[config.mk]
export PLATFORM = sky130hd
export DESIGN_NAME = multicycle_control
export DESIGN_NICKNAME = d
export VERILOG_FILES = /design/src/rtl/multicycle_control.sv
export SDC_FILE = /design/constraint.sdc
export NUM_CORES = 1
export LEC_CHECK = 0
export CAP_MARGIN = 0
export CORE_ASPECT_RATIO = 1.75
export CORE_UTILIZATION = 54
export CTS_CLUSTER_DIAMETER = 80
export DETAILED_ROUTE_END_ITERATION = 6
export PLACE_DENSITY = 0.86
export REMOVE_ABC_BUFFERS = 1
export SLEW_MARGIN = 10
export SYNTH_ARGS = -nofsm -noshare
export SYNTH_HDL_FRONTEND = slang
export SYNTH_SLANG_ARGS = --single-unit
[constraint.sdc]
create_clock -name clk -period 4.55 [get_ports clk]
set_input_delay 0.91 -clock clk [delete_from_list [all_inputs] [get_ports clk]]
set_output_delay 0.91 -clock clk [all_outputs]
set_load 0.01 [all_outputs]
[src/rtl/multicycle_control.sv]
// multicycle_control: control FSM for a multi-cycle MIPS-style datapath.
//
// The state register and the memory wait counter are the only storage.
// Control outputs are decoded from the current state. A few strobes are also
// qualified by live inputs: ir_write/pc_write in FETCH wait for mem_ready,
// pc_write in BRANCH depends on zero, and pc_write in R_EXEC depends on funct
// for jr. Because of this the outputs cannot be registered without adding a
// cycle of latency. The `state` port exposes the current state for debug.
//
// Handshake: a memory access in FETCH, MEM_READ or MEM_WRITE completes in the
// cycle where mem_ready=1. The request (mem_read/mem_write) is held until that
// cycle. If mem_ready stays low for MEM_TIMEOUT consecutive cycles, the FSM
// moves to ERROR and stays there until reset.
//
// Build option: define JAL_SUPPORT_EN to enable the JAL state. Without it,
// opcode 000011 decodes as illegal.
module multicycle_control #(
  parameter int unsigned MEM_TIMEOUT = 255
) (
  input  logic       clk,
  input  logic       reset,
  input  logic [5:0] opcode,
  input  logic [5:0] funct,
  input  logic       zero,
  input  logic       mem_ready,
  output logic       pc_write,
  output logic       ir_write,
  output logic       reg_write,
  output logic       mem_read,
  output logic       mem_write,
  output logic       iord,
  output logic       alu_src_a,
  output logic       mem_to_reg,
  output logic [1:0] reg_dst,
  output logic [1:0] pc_source,
  output logic [1:0] alu_src_b,
  output logic [2:0] alu_op,
  output logic [3:0] state,
  output logic       error
);

  typedef enum logic [3:0] {
    S_FETCH     = 4'd0,
    S_DECODE    = 4'd1,
    S_MEM_ADDR  = 4'd2,
    S_MEM_READ  = 4'd3,
    S_MEM_WB    = 4'd4,
    S_MEM_WRITE = 4'd5,
    S_R_EXEC    = 4'd6,
    S_R_WB      = 4'd7,
    S_BRANCH    = 4'd8,
    S_JUMP      = 4'd9,
    S_I_EXEC    = 4'd10,
    S_I_WB      = 4'd11,
    S_JAL       = 4'd12,
    S_LUI       = 4'd13,
    S_ERROR     = 4'd15
  } state_e;

  localparam logic [5:0] OP_RTYPE = 6'b000000;
  localparam logic [5:0] OP_LW    = 6'b100011;
  localparam logic [5:0] OP_SW    = 6'b101011;
  localparam logic [5:0] OP_BEQ   = 6'b000100;
  localparam logic [5:0] OP_BNE   = 6'b000101;
  localparam logic [5:0] OP_ADDI  = 6'b001000;
  localparam logic [5:0] OP_ORI   = 6'b001101;
  localparam logic [5:0] OP_J     = 6'b000010;
  localparam logic [5:0] OP_JAL   = 6'b000011;
  localparam logic [5:0] OP_LUI   = 6'b001111;
  localparam logic [5:0] FN_JR    = 6'b001000;

  // Counter value at which one more idle cycle means the timeout is reached.
  localparam logic [15:0] WAIT_LAST = 16'(MEM_TIMEOUT - 1);

  state_e      state_q, state_d;
  logic [15:0] wait_q, wait_d;
  logic        waiting;
  logic        timeout;
  logic [4:0]  strobe_c;   // {pc_write, ir_write, reg_write, mem_read, mem_write}

  // Next-state selection and memory wait counter update.
  always_comb begin
    waiting = ((state_q == S_FETCH) || (state_q == S_MEM_READ) ||
               (state_q == S_MEM_WRITE)) && !mem_ready;
    timeout = waiting && (wait_q == WAIT_LAST);
    wait_d  = (waiting && !timeout) ? wait_q + 16'd1 : 16'd0;
    state_d = state_q;
    case (state_q)
      S_FETCH:     if (mem_ready) state_d = S_DECODE;
      S_DECODE: begin
        case (opcode)
          OP_RTYPE:        state_d = S_R_EXEC;
          OP_LW, OP_SW:    state_d = S_MEM_ADDR;
          OP_BEQ, OP_BNE:  state_d = S_BRANCH;
          OP_ADDI, OP_ORI: state_d = S_I_EXEC;
          OP_J:            state_d = S_JUMP;
`ifdef JAL_SUPPORT_EN
          OP_JAL:          state_d = S_JAL;
`endif
          OP_LUI:          state_d = S_LUI;
          default:         state_d = S_ERROR;
        endcase
      end
      S_R_EXEC:    state_d = (funct == FN_JR) ? S_FETCH : S_R_WB;
      S_R_WB:      state_d = S_FETCH;
      S_MEM_ADDR:  state_d = (opcode == OP_SW) ? S_MEM_WRITE : S_MEM_READ;
      S_MEM_READ:  if (mem_ready) state_d = S_MEM_WB;
      S_MEM_WRITE: if (mem_ready) state_d = S_FETCH;
      S_MEM_WB:    state_d = S_FETCH;
      S_BRANCH:    state_d = S_FETCH;
      S_I_EXEC:    state_d = S_I_WB;
      S_I_WB:      state_d = S_FETCH;
      S_JUMP:      state_d = S_FETCH;
      S_LUI:       state_d = S_FETCH;
`ifdef JAL_SUPPORT_EN
      S_JAL:       state_d = S_FETCH;
`endif
      S_ERROR:     state_d = S_ERROR;
      default:     state_d = S_ERROR;
    endcase
    if (timeout) state_d = S_ERROR;
  end

  // State and wait counter registers; reset aborts any instruction in flight.
  always_ff @(posedge clk or negedge reset) begin
    if (!reset) begin
      state_q <= S_FETCH;
      wait_q  <= 16'd0;
    end else begin
      state_q <= state_d;
      wait_q  <= wait_d;
    end
  end

  // Moore decode of control outputs; anything not named for a state is 0.
  always_comb begin
    strobe_c   = 5'b00000;
    iord       = 1'b0;
    alu_src_a  = 1'b0;
    mem_to_reg = 1'b0;
    reg_dst    = 2'b00;
    pc_source  = 2'b00;
    alu_src_b  = 2'b00;
    alu_op     = 3'b000;
    error      = 1'b0;
    case (state_q)
      S_FETCH: begin
        alu_src_b = 2'b01;
        strobe_c  = {mem_ready, mem_ready, 1'b0, 1'b1, 1'b0};
      end
      S_DECODE:    alu_src_b = 2'b11;
      S_R_EXEC: begin
        alu_src_a = 1'b1;
        alu_op    = 3'b010;
        if (funct == FN_JR) begin
          pc_source = 2'b11;
          strobe_c  = 5'b10000;
        end
      end
      S_R_WB: begin
        reg_dst  = 2'b01;
        strobe_c = 5'b00100;
      end
      S_MEM_ADDR: begin
        alu_src_a = 1'b1;
        alu_src_b = 2'b10;
      end
      S_MEM_READ: begin
        iord     = 1'b1;
        strobe_c = 5'b00010;
      end
      S_MEM_WRITE: begin
        iord     = 1'b1;
        strobe_c = 5'b00001;
      end
      S_MEM_WB: begin
        mem_to_reg = 1'b1;
        strobe_c   = 5'b00100;
      end
      S_BRANCH: begin
        alu_src_a = 1'b1;
        alu_op    = 3'b001;
        pc_source = 2'b01;
        strobe_c  = {((opcode == OP_BEQ) && zero) || ((opcode == OP_BNE) && !zero),
                     4'b0000};
      end
      S_I_EXEC: begin
        alu_src_a = 1'b1;
        alu_src_b = 2'b10;
        alu_op    = (opcode == OP_ORI) ? 3'b011 : 3'b000;
      end
      S_I_WB:      strobe_c = 5'b00100;
      S_JUMP: begin
        pc_source = 2'b10;
        strobe_c  = 5'b10000;
      end
      S_LUI:       strobe_c = 5'b00100;
`ifdef JAL_SUPPORT_EN
      S_JAL: begin
        reg_dst   = 2'b10;
        pc_source = 2'b10;
        strobe_c  = 5'b10100;
      end
`endif
      S_ERROR:     error = 1'b1;
      default:     ;
    endcase
  end

  // Strobes are forced low for as long as reset is held, whatever the state.
  assign {pc_write, ir_write, reg_write, mem_read, mem_write} =
    reset ? strobe_c : 5'b00000;
  assign state = state_q;

endmodule

# Word level (Yosys, flattened, before mapping)
# Cells that the tools add are included.
# word_totals
ff_bits,20
output_inout_bits,22
in_bits,16
wordCells,73
# classes
n_addsub,1
reduce_logical,22
eq_ne,26
n_mux,22
# op_table
op,n
5-bit case mux with 7 select lines,1
4-bit case mux with 8 select lines,1
4-bit equality test (second input constant),6
6-bit by 4-bit equality test with 1-bit output (second input constant),4
4-bit case mux with 6 select lines,1
2-bit case mux with 3 select lines,3
16-bit by 1-bit adder with 16-bit output (second input constant),1
16-bit by 8-bit equality test with 1-bit output (second input constant),1
4-bit by 3-bit equality test with 1-bit output (second input constant),4
16-bit 2-to-1 mux,1
4-bit 2-to-1 mux,4
6-bit by 3-bit equality test with 1-bit output (second input constant),2
6-bit equality test (second input constant),2
5-bit 2-to-1 mux,2
2-bit OR reduction,5
3-bit inequality test (second input constant),3
4-bit by 2-bit equality test with 1-bit output (second input constant),2
4-bit OR reduction,2
6-bit by 2-bit equality test with 1-bit output (second input constant),1
6-bit zero test,1
3-bit 2-to-1 mux,2
6-bit OR reduction,1
1-bit logical AND,5
1-bit 2-to-1 mux,5
other kinds (6),11

# Longest topological paths before layout
# logic_depth
depth_word,8
mapped_depth,8
depth_no_buf,6

# Worst setup path before layout
# OpenSTA, ideal clock, no wires.
# synth_timing
kind,in2out
start,input funct[2]
end,output pc_source[0]
required_time_ps,3640
n_path_buf,0
stages,4
arrival_time_ps,2362
setup_slack_ps,1278
cell_sequence,or4b_4 -> or3_1 -> or3_1 -> a21oi_1
# synth_via
elab_chain_len,3
# synth_rtl
item,line,source
"start, declared",23,"input logic [5:0] funct,"
6-bit by 4-bit equality test with 1-bit output,155,if (funct == FN_JR) begin
2-bit 2-to-1 mux,155,
2-bit case mux with 3 select lines,146,case (state_q)
"end, declared",35,"output logic [1:0] pc_source,"
# Every way passes these cells.

# Worst setup path after layout
# layout_timing
start,input funct[2]
end,output pc_write
# layout_via
elab_chain_len,4
# layout_rtl
item,line,source
6-bit by 4-bit equality test with 1-bit output,155,
5-bit 2-to-1 mux,155,
5-bit case mux with 7 select lines,146,
5-bit 2-to-1 mux,212,reset ? strobe_c : 5'b00000;
"end, declared",26,"output logic pc_write,"
# Every way passes these cells.

==> flow_summary_export.csv <==
group,metric,value,unit
synthesis,syn_area,0.001602,mm²
floorplanning,die_height,74.04,µm
global_routing,antenna_found_initial,0,
global_routing,grt_pass1_vias,1561,
layout,num_antenna_cells,0,
setup_path,critPathMaxFanout,3,
timing,max_clock_freq,236.5,MHz
routing,drc,0,
place,hpwl,3118,µm
place,pre_cts_ws,0.3432,ns
clocking,clock_latency,0.26,ns
place,io_buffers,35,
setup_path,crit_path_start_kind,"input port",
routing,vias_per_cell,6.278,
routing,vias,1601,
layout,design_area,0.001993,mm²
synthesis,syn-instance-count,203,
synthesis,synthMuxAreaShare,0.6250,%
clocking,cts_tree,"done",
clocking,h-tree-depth,1,
synthesis,yosys.area.top_type,"dfrtp_1",
timing,setup_viol,0,
timing,skew,0.003090,ns
clocking,cts-buffers-inserted,3,
floorplanning,io_pins,38,
timing,rsz0062_at_grt,"no",
floorplanning,die_area,0.003196,mm²
synthesis,synth.area.top_cells,"dfrtp_1, nor2_1, xor2_1",
clocking,max-clock-path-buffers,2,
synthesis,avgSynthCellArea,7.889,µm²
global_routing,grt_usage,28.07,%
synthesis,yosysWarningCount,0,
clocking,postCtsSetupRepairBufs,0,
synthesis,synthSimpleGateAreaFrac,34.69,%
synthesis,synth.distinct_cells,55,
routing,ant_nets,0,
global_routing,grt_pass1_wl,6886,µm
synthesis,seq_area_frac_synth,31.25,%
setup_path,cp_data_arrival_time,3.32,ns
setup_path,path_class,"input port to output port",
floorplanning,core-area,0.002753,mm²
synthesis,synthFlopType,"dfrtp_1",
routing,first_pass_iters,4,
floorplanning,rows,25,
floorplanning,die_w,43.17,µm
synthesis,ys_seq_elements,20,
setup_path,endpoint_kind,"output port",
timing,finalCritPeriodShare,92.91,%
timing,finalHoldViolCount,0,
layout,layout_common_cells,"nor2_1, clkdlybuf4s50_1, dfrtp_1",
synthesis,synth_top_area_share,31.25,%
pwr,leakagePower,0.8013,nW
synthesis,synth_edf_count,0,
synthesis,synthXorXnorAreaFrac,8.750,%
clocking,clock-sinks,20,
setup_path,critPathRequiredTime,3.64,ns
clocking,cts.clk_slew.worst_paths,0.07,ns
timing,finalMaxSlewViolations,0,
pwr,power.density,494.9,mW/mm²
outcome,status,"finished, final reports clean",
clocking,root_buffer,"clkbuf_8",
job,drv_cap,0,
timing,fin_crit,4.228,ns
timing,slew_headroom,57.02,%
pwr,peakVddDrop,0.3975,mV
timing,finalSetupTns,0,ns
layout,nets,247,
global_routing,grt_max_degree,23,
layout,syn_to_final_growth,24.45,%
hold_path,hold_class,"register to register",
routing,wire_per_inst,16.39,µm
synthesis,synth_top_family_by_area,"simple AND/OR/NAND/NOR gates",
timing,tightest_slew,0.6447,ns
synthesis,synth_fa_ha_area_share,1.563,%
synthesis,async_reset_ff_share,100.0,%
layout,layout-drive-gt1-share,6.140,%
clocking,hold_buffers,0,
global_routing,grt_overflow,0,
place,place_area,0.001922,mm²
floorplanning,start_util,58.18,%
timing,setup_ws,0.3224,ns
synthesis,synth_compound_area_share,16.80,%
routing,routed_wl,4180,µm
routing,dr.first_iter.drc_count,38,
place,place_congestion,0.9296,
clocking,cts_resized,0,
critical path, stage by stage:
cell	delay, ns
clkdlybuf4s50_1	0.40
or4b_4	0.55
o41a_1	0.38
o32ai_1	0.34
o211a_1	0.21
clkdlybuf4s50_1	0.53
where the power goes:
| part | internal [W] | switching, W |
|---|---|---|
| combinational | 0.000255 | 0.000258 |
| clock | 0.000117 | 0.0000564 |
| sequential | 0.000202 | 0.0000977 |
| total | 0.000575 | 0.000412 |
state kept, by name, indices dropped and copies added, names as in the netlist:
signal / count
wait_q: 16
state: 4
cells in the mapped netlist (3+ instances only):
cell / number
nor2_1: 35
inv_1: 6
nor4_1: 3
a21oi_1: 7
clkbuf_1: 12
a31oi_1: 5
and3_1: 3
buf_4: 4
or3_1: 4
nand3_1: 6
nand2_1: 18
nand2b_1: 3
xor2_1: 10
nor3_1: 9
xnor2_1: 6
dfrtp_1: 20
o21ai_0: 5
layout make-up:
class | instances | area (µm²)
multi-input combinational | 162 | 1007
clock buffer | 3 | 41.29
timing repair buffer | 36 | 357.8
tap | 27 | 33.78
inverter | 6 | 22.52
fill | 233 | 759.5
clock inverter | 1 | 30.03
sequential | 20 | 500.5
through the flow:
step | total power [W] | utilization [%] | hold WS (ns) | std cells
after global routing | 0.001052 | 72.41 | 0.5696 | 255
after CTS | 0.0009886 | 72.41 | 0.5393 | 255
after global placement | 0.0008019 | 69.82 | 0.4876 | 251
final | 0.0009864 | 72.41 | 0.5416 | 255
after floorplan | 0.0005789 | - | 0.4684 | 188
after detailed placement | 0.0008130 | 69.82 | 0.5138 | 251
routing by layer:
metal	vias up	track usage, %	part of all wire (%)
li1	776	-	-
met1	741	29.64	35
met2	69	53.57	57
met3	15	2.427	4.4
met4	0	14.14	2.7
met5	-	0	0
cell families (layout without fill, tap and decap cells):
logic type,after synthesis,in the layout
simple gates,103,103
compound gates,38,38
buf+inv,22,46
flops,20,20
xor+xnor,16,16
fa+ha+maj,2,2
other cells,1,2
mux,1,1
final timing paths:
kind                                 startpoint                   end  slack, ns  depth (start not counted)
min reg2reg                 wait_q[0]$_DFF_PN0_   wait_q[0]$_DFF_PN0_       0.54                          1
min in group asynchronous                 reset  wait_q[14]$_DFF_PN0_       0.95                          1
max                                    funct[2]              pc_write       0.32                          6
max in group asynchronous                 reset   wait_q[4]$_DFF_PN0_       3.04                          2
max reg2reg                state[0]$_DFFE_PN0P_  state[3]$_DFFE_PN0P_       2.34                          4
min                         wait_q[0]$_DFF_PN0_   wait_q[0]$_DFF_PN0_       0.54                          1
(Power assumes the default switching activity.)
